--- src/rtl/blake2_block_sched.sv ---
`timescale 1ns/1ps
// BLAKE2s block sequencer: packs host bytes into little-endian message words,
// zero-fills short last blocks, launches compressions and streams out the digest.
module blake2_block_sched #(
   parameter int SLOW_DIV = 4
) (
   input  logic        clk,
   input  logic        nreset,
   input  logic [5:0]  kk_i,
   input  logic [5:0]  nn_i,
   input  logic [63:0] ll_i,
   input  logic        data_v_i,
   input  logic [7:0]  data_i,
   input  logic [5:0]  data_idx_i,
   input  logic        block_first_i,
   input  logic        block_last_i,
   input  logic        slow_output_i,
   output logic        ready_v_o,
   output logic        m_wr_o,
   output logic [3:0]  m_idx_o,
   output logic [31:0] m_word_o,
   output logic        cmp_start_o,
   output logic        cmp_last_o,
   output logic [63:0] t_o,
   input  logic        cmp_done_i,
   output logic [4:0]  h_idx_o,
   input  logic [7:0]  h_byte_i,
   output logic        hash_v_o,
   output logic [7:0]  hash_o,
   output logic        err_o
);

   localparam int GW = $clog2(SLOW_DIV);
   localparam logic [GW-1:0] GAP_SLOW = GW'(SLOW_DIV - 1);

   typedef enum logic [2:0] {S_IDLE, S_LOAD, S_FILL, S_COMP, S_OUT} state_t;

   state_t        state_q, state_d;
   logic [5:0]    b_q, b_d;
   logic [63:0]   t_q, t_d;
   logic [31:0]   word_q, word_d;
   logic          last_q, last_d;
   logic          key_blk_q, key_blk_d;
   logic [3:0]    fill_idx_q, fill_idx_d;
   logic          started_q, started_d;
   logic          err_q, err_d;
   logic          ready_q, ready_d;
   logic          m_wr_q, m_wr_d;
   logic [3:0]    m_idx_q, m_idx_d;
   logic [31:0]   m_word_q, m_word_d;
   logic          cmp_start_q, cmp_start_d;
   logic          cmp_last_q, cmp_last_d;
   logic [63:0]   t_o_q, t_o_d;
   logic [4:0]    h_idx_q, h_idx_d;
   logic [5:0]    nxt_idx_q, nxt_idx_d;
   logic          all_iss_q, all_iss_d;
   logic [GW-1:0] gap_q, gap_d;
   logic          slow_q, slow_d;
   logic          iss_q, iss_d;
   logic          iss_last_q, iss_last_d;
   logic          pend_q, pend_d;
   logic          pend_last_q, pend_last_d;
   logic          hash_v_q, hash_v_d;
   logic [7:0]    hash_q, hash_d;

   logic          accept;
   logic [5:0]    b_cur;
   logic [63:0]   t_inc;
   logic          end_last;
   logic          key_cur;
   logic [31:0]   word_new;

   // A byte in IDLE starts a fresh message, so its position and count restart at zero.
   assign accept   = data_v_i && ((state_q == S_IDLE && block_first_i) || state_q == S_LOAD);
   assign b_cur    = (state_q == S_IDLE) ? 6'd0 : b_q;
   assign t_inc    = ((state_q == S_IDLE) ? 64'd0 : t_q) + 64'd1;
   assign end_last = block_last_i && (t_inc == ll_i);
   assign key_cur  = (state_q == S_IDLE) ? (kk_i != 6'd0) : key_blk_q;

   // Lane 0 clears the word so a partial final word carries zero upper lanes.
   always_comb begin
      word_new = word_q;
      case (b_cur[1:0])
         2'd0: word_new = {24'd0, data_i};
         2'd1: word_new[15:8]  = data_i;
         2'd2: word_new[23:16] = data_i;
         default: word_new[31:24] = data_i;
      endcase
   end

   always_comb begin
      state_d     = state_q;
      b_d         = b_q;
      t_d         = t_q;
      word_d      = word_q;
      last_d      = last_q;
      key_blk_d   = key_blk_q;
      fill_idx_d  = fill_idx_q;
      started_d   = started_q;
      err_d       = err_q;
      m_wr_d      = 1'b0;
      m_idx_d     = m_idx_q;
      m_word_d    = m_word_q;
      cmp_start_d = 1'b0;
      cmp_last_d  = 1'b0;
      t_o_d       = t_o_q;
      h_idx_d     = h_idx_q;
      nxt_idx_d   = nxt_idx_q;
      all_iss_d   = all_iss_q;
      gap_d       = gap_q;
      slow_d      = slow_q;
      iss_d       = 1'b0;
      iss_last_d  = 1'b0;
      pend_d      = iss_q;
      pend_last_d = iss_last_q;
      hash_v_d    = pend_q;
      hash_d      = pend_q ? h_byte_i : hash_q;

      case (state_q)
         S_IDLE, S_LOAD: begin
            if (accept) begin
               state_d   = S_LOAD;
               word_d    = word_new;
               t_d       = t_inc;
               b_d       = b_cur + 6'd1;
               key_blk_d = key_cur;
               err_d     = ((state_q == S_IDLE) ? 1'b0 : err_q) | (data_idx_i != b_cur);
               if (b_cur[1:0] == 2'd3 || end_last) begin
                  m_wr_d   = 1'b1;
                  m_idx_d  = b_cur[5:2];
                  m_word_d = word_new;
               end
               if (b_cur == 6'd63) begin
                  state_d   = S_COMP;
                  last_d    = end_last;
                  b_d       = 6'd0;
                  started_d = 1'b0;
                  key_blk_d = 1'b0;
                  if (block_last_i && !end_last) err_d = 1'b1;
               end else if (end_last) begin
                  // A padded key block is always full; ending it early is a host error.
                  state_d    = (b_cur[5:2] == 4'd15) ? S_COMP : S_FILL;
                  fill_idx_d = b_cur[5:2] + 4'd1;
                  last_d     = 1'b1;
                  b_d        = 6'd0;
                  started_d  = 1'b0;
                  key_blk_d  = 1'b0;
                  if (key_cur) err_d = 1'b1;
               end
            end
         end
         S_FILL: begin
            m_wr_d     = 1'b1;
            m_idx_d    = fill_idx_q;
            m_word_d   = 32'd0;
            fill_idx_d = fill_idx_q + 4'd1;
            if (fill_idx_q == 4'd15) state_d = S_COMP;
         end
         S_COMP: begin
            if (!started_q) begin
               cmp_start_d = 1'b1;
               cmp_last_d  = last_q;
               t_o_d       = t_q;
               started_d   = 1'b1;
            end else if (cmp_done_i) begin
               if (last_q) begin
                  state_d    = S_OUT;
                  iss_d      = 1'b1;
                  iss_last_d = (nn_i == 6'd1);
                  all_iss_d  = (nn_i == 6'd1);
                  h_idx_d    = 5'd0;
                  nxt_idx_d  = 6'd1;
                  slow_d     = slow_output_i;
                  gap_d      = slow_output_i ? GAP_SLOW : '0;
               end else begin
                  state_d = S_LOAD;
               end
            end
         end
         S_OUT: begin
            // Read pipeline: index issued, core byte one cycle later, registered out after that.
            if (!all_iss_q) begin
               if (gap_q == '0) begin
                  iss_d      = 1'b1;
                  iss_last_d = (nxt_idx_q == nn_i - 6'd1);
                  all_iss_d  = (nxt_idx_q == nn_i - 6'd1);
                  h_idx_d    = nxt_idx_q[4:0];
                  nxt_idx_d  = nxt_idx_q + 6'd1;
                  gap_d      = slow_q ? GAP_SLOW : '0;
               end else begin
                  gap_d = gap_q - GW'(1);
               end
            end
            if (pend_q && pend_last_q) state_d = S_IDLE;
         end
         default: state_d = S_IDLE;
      endcase

      if (data_v_i && (state_q == S_FILL || state_q == S_COMP || state_q == S_OUT)) err_d = 1'b1;
      ready_d = (state_d == S_IDLE) || (state_d == S_LOAD);
   end

   always_ff @(posedge clk or negedge nreset) begin
      if (!nreset) begin
         state_q     <= S_IDLE;
         b_q         <= 6'd0;
         t_q         <= 64'd0;
         word_q      <= 32'd0;
         last_q      <= 1'b0;
         key_blk_q   <= 1'b0;
         fill_idx_q  <= 4'd0;
         started_q   <= 1'b0;
         err_q       <= 1'b0;
         ready_q     <= 1'b0;
         m_wr_q      <= 1'b0;
         m_idx_q     <= 4'd0;
         m_word_q    <= 32'd0;
         cmp_start_q <= 1'b0;
         cmp_last_q  <= 1'b0;
         t_o_q       <= 64'd0;
         h_idx_q     <= 5'd0;
         nxt_idx_q   <= 6'd0;
         all_iss_q   <= 1'b0;
         gap_q       <= '0;
         slow_q      <= 1'b0;
         iss_q       <= 1'b0;
         iss_last_q  <= 1'b0;
         pend_q      <= 1'b0;
         pend_last_q <= 1'b0;
         hash_v_q    <= 1'b0;
         hash_q      <= 8'd0;
      end else begin
         state_q     <= state_d;
         b_q         <= b_d;
         t_q         <= t_d;
         word_q      <= word_d;
         last_q      <= last_d;
         key_blk_q   <= key_blk_d;
         fill_idx_q  <= fill_idx_d;
         started_q   <= started_d;
         err_q       <= err_d;
         ready_q     <= ready_d;
         m_wr_q      <= m_wr_d;
         m_idx_q     <= m_idx_d;
         m_word_q    <= m_word_d;
         cmp_start_q <= cmp_start_d;
         cmp_last_q  <= cmp_last_d;
         t_o_q       <= t_o_d;
         h_idx_q     <= h_idx_d;
         nxt_idx_q   <= nxt_idx_d;
         all_iss_q   <= all_iss_d;
         gap_q       <= gap_d;
         slow_q      <= slow_d;
         iss_q       <= iss_d;
         iss_last_q  <= iss_last_d;
         pend_q      <= pend_d;
         pend_last_q <= pend_last_d;
         hash_v_q    <= hash_v_d;
         hash_q      <= hash_d;
      end
   end

   assign ready_v_o   = ready_q;
   assign m_wr_o      = m_wr_q;
   assign m_idx_o     = m_idx_q;
   assign m_word_o    = m_word_q;
   assign cmp_start_o = cmp_start_q;
   assign cmp_last_o  = cmp_last_q;
   assign t_o         = t_o_q;
   assign h_idx_o     = h_idx_q;
   assign hash_v_o    = hash_v_q;
   assign hash_o      = hash_q;
   assign err_o       = err_q;

endmodule

--- config.mk ---
export PLATFORM = sky130hd
export DESIGN_NAME = blake2_block_sched
export DESIGN_NICKNAME = d
export VERILOG_FILES = /design/src/rtl/blake2_block_sched.sv
export SDC_FILE = /design/constraint.sdc
export NUM_CORES = 1
export LEC_CHECK = 0
export ABC_AREA = 1
export ABC_CLOCK_PERIOD_IN_PS = 6300
export CAP_MARGIN = 10
export CELL_PAD_IN_SITES_DETAIL_PLACEMENT = 1
export CELL_PAD_IN_SITES_GLOBAL_PLACEMENT = 1
export CORE_ASPECT_RATIO = 0.6
export CORE_UTILIZATION = 42
export CTS_BUF_LIST = sky130_fd_sc_hd__clkbuf_8 sky130_fd_sc_hd__clkbuf_16
export DETAILED_ROUTE_END_ITERATION = 10
export PLACE_DENSITY_LB_ADDON = 0.15
export SLEW_MARGIN = 0
export SYNTH_ARGS = -nofsm -noshare
export SYNTH_HDL_FRONTEND = slang
export SYNTH_SLANG_ARGS = --single-unit
--- constraint.sdc ---
create_clock -name clk -period 6.3 [get_ports clk]
set_input_delay 1.26 -clock clk [delete_from_list [all_inputs] [get_ports clk]]
set_output_delay 1.26 -clock clk [all_outputs]
set_load 0.03 [all_outputs]
==> flow_summary.yaml <==
routing:
  ant_nets: 0
  wl_per_cell_um: 22.8
  routed_wirelength_mm: 66.2
  dr.pass1.iters: 5
  viasPerCell: 5.60
  drc: 0
  drt_iter0_drc: 1423
  via_count: 16295
pwr:
  netSwitchingFraction_pct: 29.8
  pwr-share-clk_pct: 41.3
  switchingPower_uw: 1310
  seqPwrFrac_pct: 39.8
  p_comb_share_pct: 18.8
  pwr_density_cell_nw_per_um2: 236
  leakage_uw: 0.00893
  p_int_uw: 3090
  vdd_ir_drop_max_v: 0.000250
setup_path:
  slowest_stage: "nor2_1"
  cpMostUsedCell: "nand2_1"
  cp_top_family: "simple AND/OR/NAND/NOR gates"
  worst-path-buf-inv: 0
  path_cells: "nor2_1 > nand2_4 > nand3_1 > nor2_1 > nand2_1 > nor2_2 > nand2_1 > xnor2_1 > nand2_1 > nand2_1 > nor2_1 > nand2_1 > nor2_1 > nand2_1 > nor2_2 > nand4_1 > nand2_1 > nand2_1 > nand2_1 > nand2_1"
  cp-start-kind: "flip-flop"
  cp.required_ps: 6740
  critPathMaxFanout: 34
  critPathMaxStageDelay_ps: 600
  crit_arrival_ps: 5450
  cp-end-kind: "flip-flop"
  critical_path_class: "flip-flop to flip-flop"
min_path:
  min_path_type: "flip-flop to flip-flop"
clock_tree:
  cts_hold_buf: 0
  numCtsBuffers: 26
  clkTransAtPathRegs_ps: 70
  cts_resized: 0
  cts_tree: "yes"
  cts.sinks: 245
  insertion_delay_ps: 570
  htree_levels: 1
  root_buffer: "clkbuf_16"
  cts_setup_buffers: 0
  cts_buffer_depth: 3
global_routing:
  overflow: 0
  grt_start_max_net_pins: 131
  antenna_found_initial: 1
  first_global_vias: 16602
  grt_use_total_pct: 36.5
  grt_pass1_wl_mm: 101
placed_design:
  dp_hpwl_mm: 50.9
  place_ws_ps: 1700
  placed_area_um2: 17700
  gp_congestion: 0.989
  portBuffers: 223
synth:
  ys_seq_area_share_pct: 40.8
  syn_nets: 2337
  synth.distinct_cells: 50
  ys_ff_latch: 245
  synthArstFlopShare_pct: 100
  synthesis.area_um2: 15000
  yosys.area.top_type: "dfrtp_1"
  syn_avg_cell_area_um2: 6.75
  synth_common_cells: "nand2_1, dfrtp_1, inv_1"
  synthTopCellsByArea: "dfrtp_1, nand2_1, nand3_1, o21ai_0, inv_1"
  synth_ff_type: "dfrtp_1"
  yosysMostFrequentCell: "nand2_1"
  netlist_instances: 2224
  yosysTopAreaCellShare_pct: 40.8
  synth_edf_count: 0
  synth_warnings: 0
timing:
  rsz0062_at_grt: "no"
  fin_skew_ps: 16.8
  finalHoldViolCount: 0
  maxSlewHeadroom_pct: 35.0
  worst_pin_slew_ps: 975
  slew_violations: 0
  setup_ws_ps: 1290
  period_share_pct: 79.5
  fmax_mhz: 200
  fin_crit_ps: 5010
  final.setup.tns_ps: 0
  setup_viol: 0
floorplanning:
  coreArea_um2: 35100
  die-width_um: 246
  start_util_pct: 42.8
  dieArea_um2: 36600
  io_pins: 224
  chipHeight_um: 148
  row_count: 53
finish:
  n_antenna_cell: 0
  synthToLayoutAreaGrowth_pct: 24.2
  design_area_um2: 18700
  nNetsFinal: 2535
  drive_above_1_share_pct: 4.59
  final_util_pct: 53.2
  regArea_um2: 6130
  multi_input_area_um2: 7640
  fillers: 4535
run:
  maxCapViolations: 0
run_status:
  status: "completed"
-- routing by layer --
metal	global-route usage (%)	part of all wire [%]
met5	0	0.047
met4	5.47	1.4
met1	55.9	48
met3	7.58	8.8
met2	53.4	42
-- stage by stage --
step	std cells	power (uW)	hold WS, ps
2_1_floorplan	2224	2210	331
3_3_place_gp	2861	2560	334
3_5_place_dp	2861	2590	351
4_1_cts	2908	4420	364
5_1_grt	2908	4560	369
6_report	2908	4400	359
-- state kept, by name, summed over array words and instances, names as in the netlist, 2 cells and up --
register	count
hash_o	8
m_idx_o	4
nxt_idx_q	6
fill_idx_q	4
h_idx_o	5
word_q	32
t_o	64
m_word_o	32
state_q	3
t_q	64
gap_q	2
b_q	6
-- path summary, 6_finish.rpt --
kind,start,endpoint,slack (ps),cells past startpoint
worst min register to register,iss_last_q,pend_last_q,360,0
worst max register to register,state_q[1],fill_idx_q[3],1290,20
max in group asynchronous,nreset,m_word_o[26],4430,2
worst max-delay path,state_q[1],fill_idx_q[3],1290,20
min in group asynchronous,nreset,t_o[32],640,1
worst min-delay path,iss_last_q,pend_last_q,360,0
-- logic make-up (layout without fill, tap and decap cells) --
family                   count (synthesis)  after routing  synth area share [%]
AND/OR/NAND/NOR                       1380           1380                  38.7
flip-flops                             245            245                  40.8
buffers and inverters                  316            533                  8.45
multiplexers                             8              8                 0.600
AO/OA/AOI/OAI                          233            233                  8.24
XOR/XNOR                                34             34                  2.55
adder cells (fa/ha/maj)                  8              8                 0.666
-- worst reg2reg max path, cell delays in order, from the launching register on --
cell     delay, ps
dfrtp_1        400
nor2_1         110
nand2_4        330
nand3_1        330
nor2_1         600
nand2_1        390
nor2_2         530
nand2_1        210
xnor2_1        180
nand2_1         70
nand2_1        140
nor2_1         170
nand2_1         70
nor2_1         290
nand2_1        120
nor2_2         190
nand4_1        150
nand2_1        260
nand2_1        170
nand2_1        130
nand2_1         80
-- power by group through the flow --
stage                     logic [uW]  registers (uW)  clock network (uW)
final                            830            1750                1820
after global routing             890            1760                1900
after CTS                        823            1750                1840
after floorplan                  317            1890                   0
after global placement           789            1770                   0
after detailed placement         809            1780                   0
-- layout by cell type (no fill, tap or decap), types with 3 or more instances in the layout --
cell | netlist | layout
nand2_1 | 827 | 827
dfrtp_1 | 245 | 245
inv_1 | 236 | 238
nor2_1 | 228 | 227
clkdlybuf4s50_1 | 0 | 222
nand3_1 | 206 | 206
o21ai_0 | 183 | 183
nand3b_1 | 36 | 36
nand4_1 | 28 | 28
clkbuf_16 | 0 | 26
nor2_2 | 20 | 21
nor3_1 | 17 | 16
xor2_1 | 15 | 15
o22ai_1 | 14 | 14
buf_4 | 8 | 14
xnor2_1 | 13 | 13
a21oi_1 | 13 | 12
inv_2 | 7 | 8
mux2_2 | 8 | 8
ha_1 | 8 | 8
bufinv_16 | 0 | 8
o31ai_1 | 5 | 5
clkinv_2 | 0 | 5
o21ai_1 | 4 | 4
xnor3_1 | 4 | 4
clkinv_1 | 4 | 4
nand3_2 | 3 | 3
a211oi_1 | 3 | 3
-- area by class of cell --
type	instances	area share, %
well taps	467	3.13
flip-flops and latches	245	32.9
clock inverters	19	1.66
multi-input cells	1663	41.0
repair buffers	239	12.8
inverters	247	4.97
clock buffers	28	3.64
(Power assumes the default switching activity.)
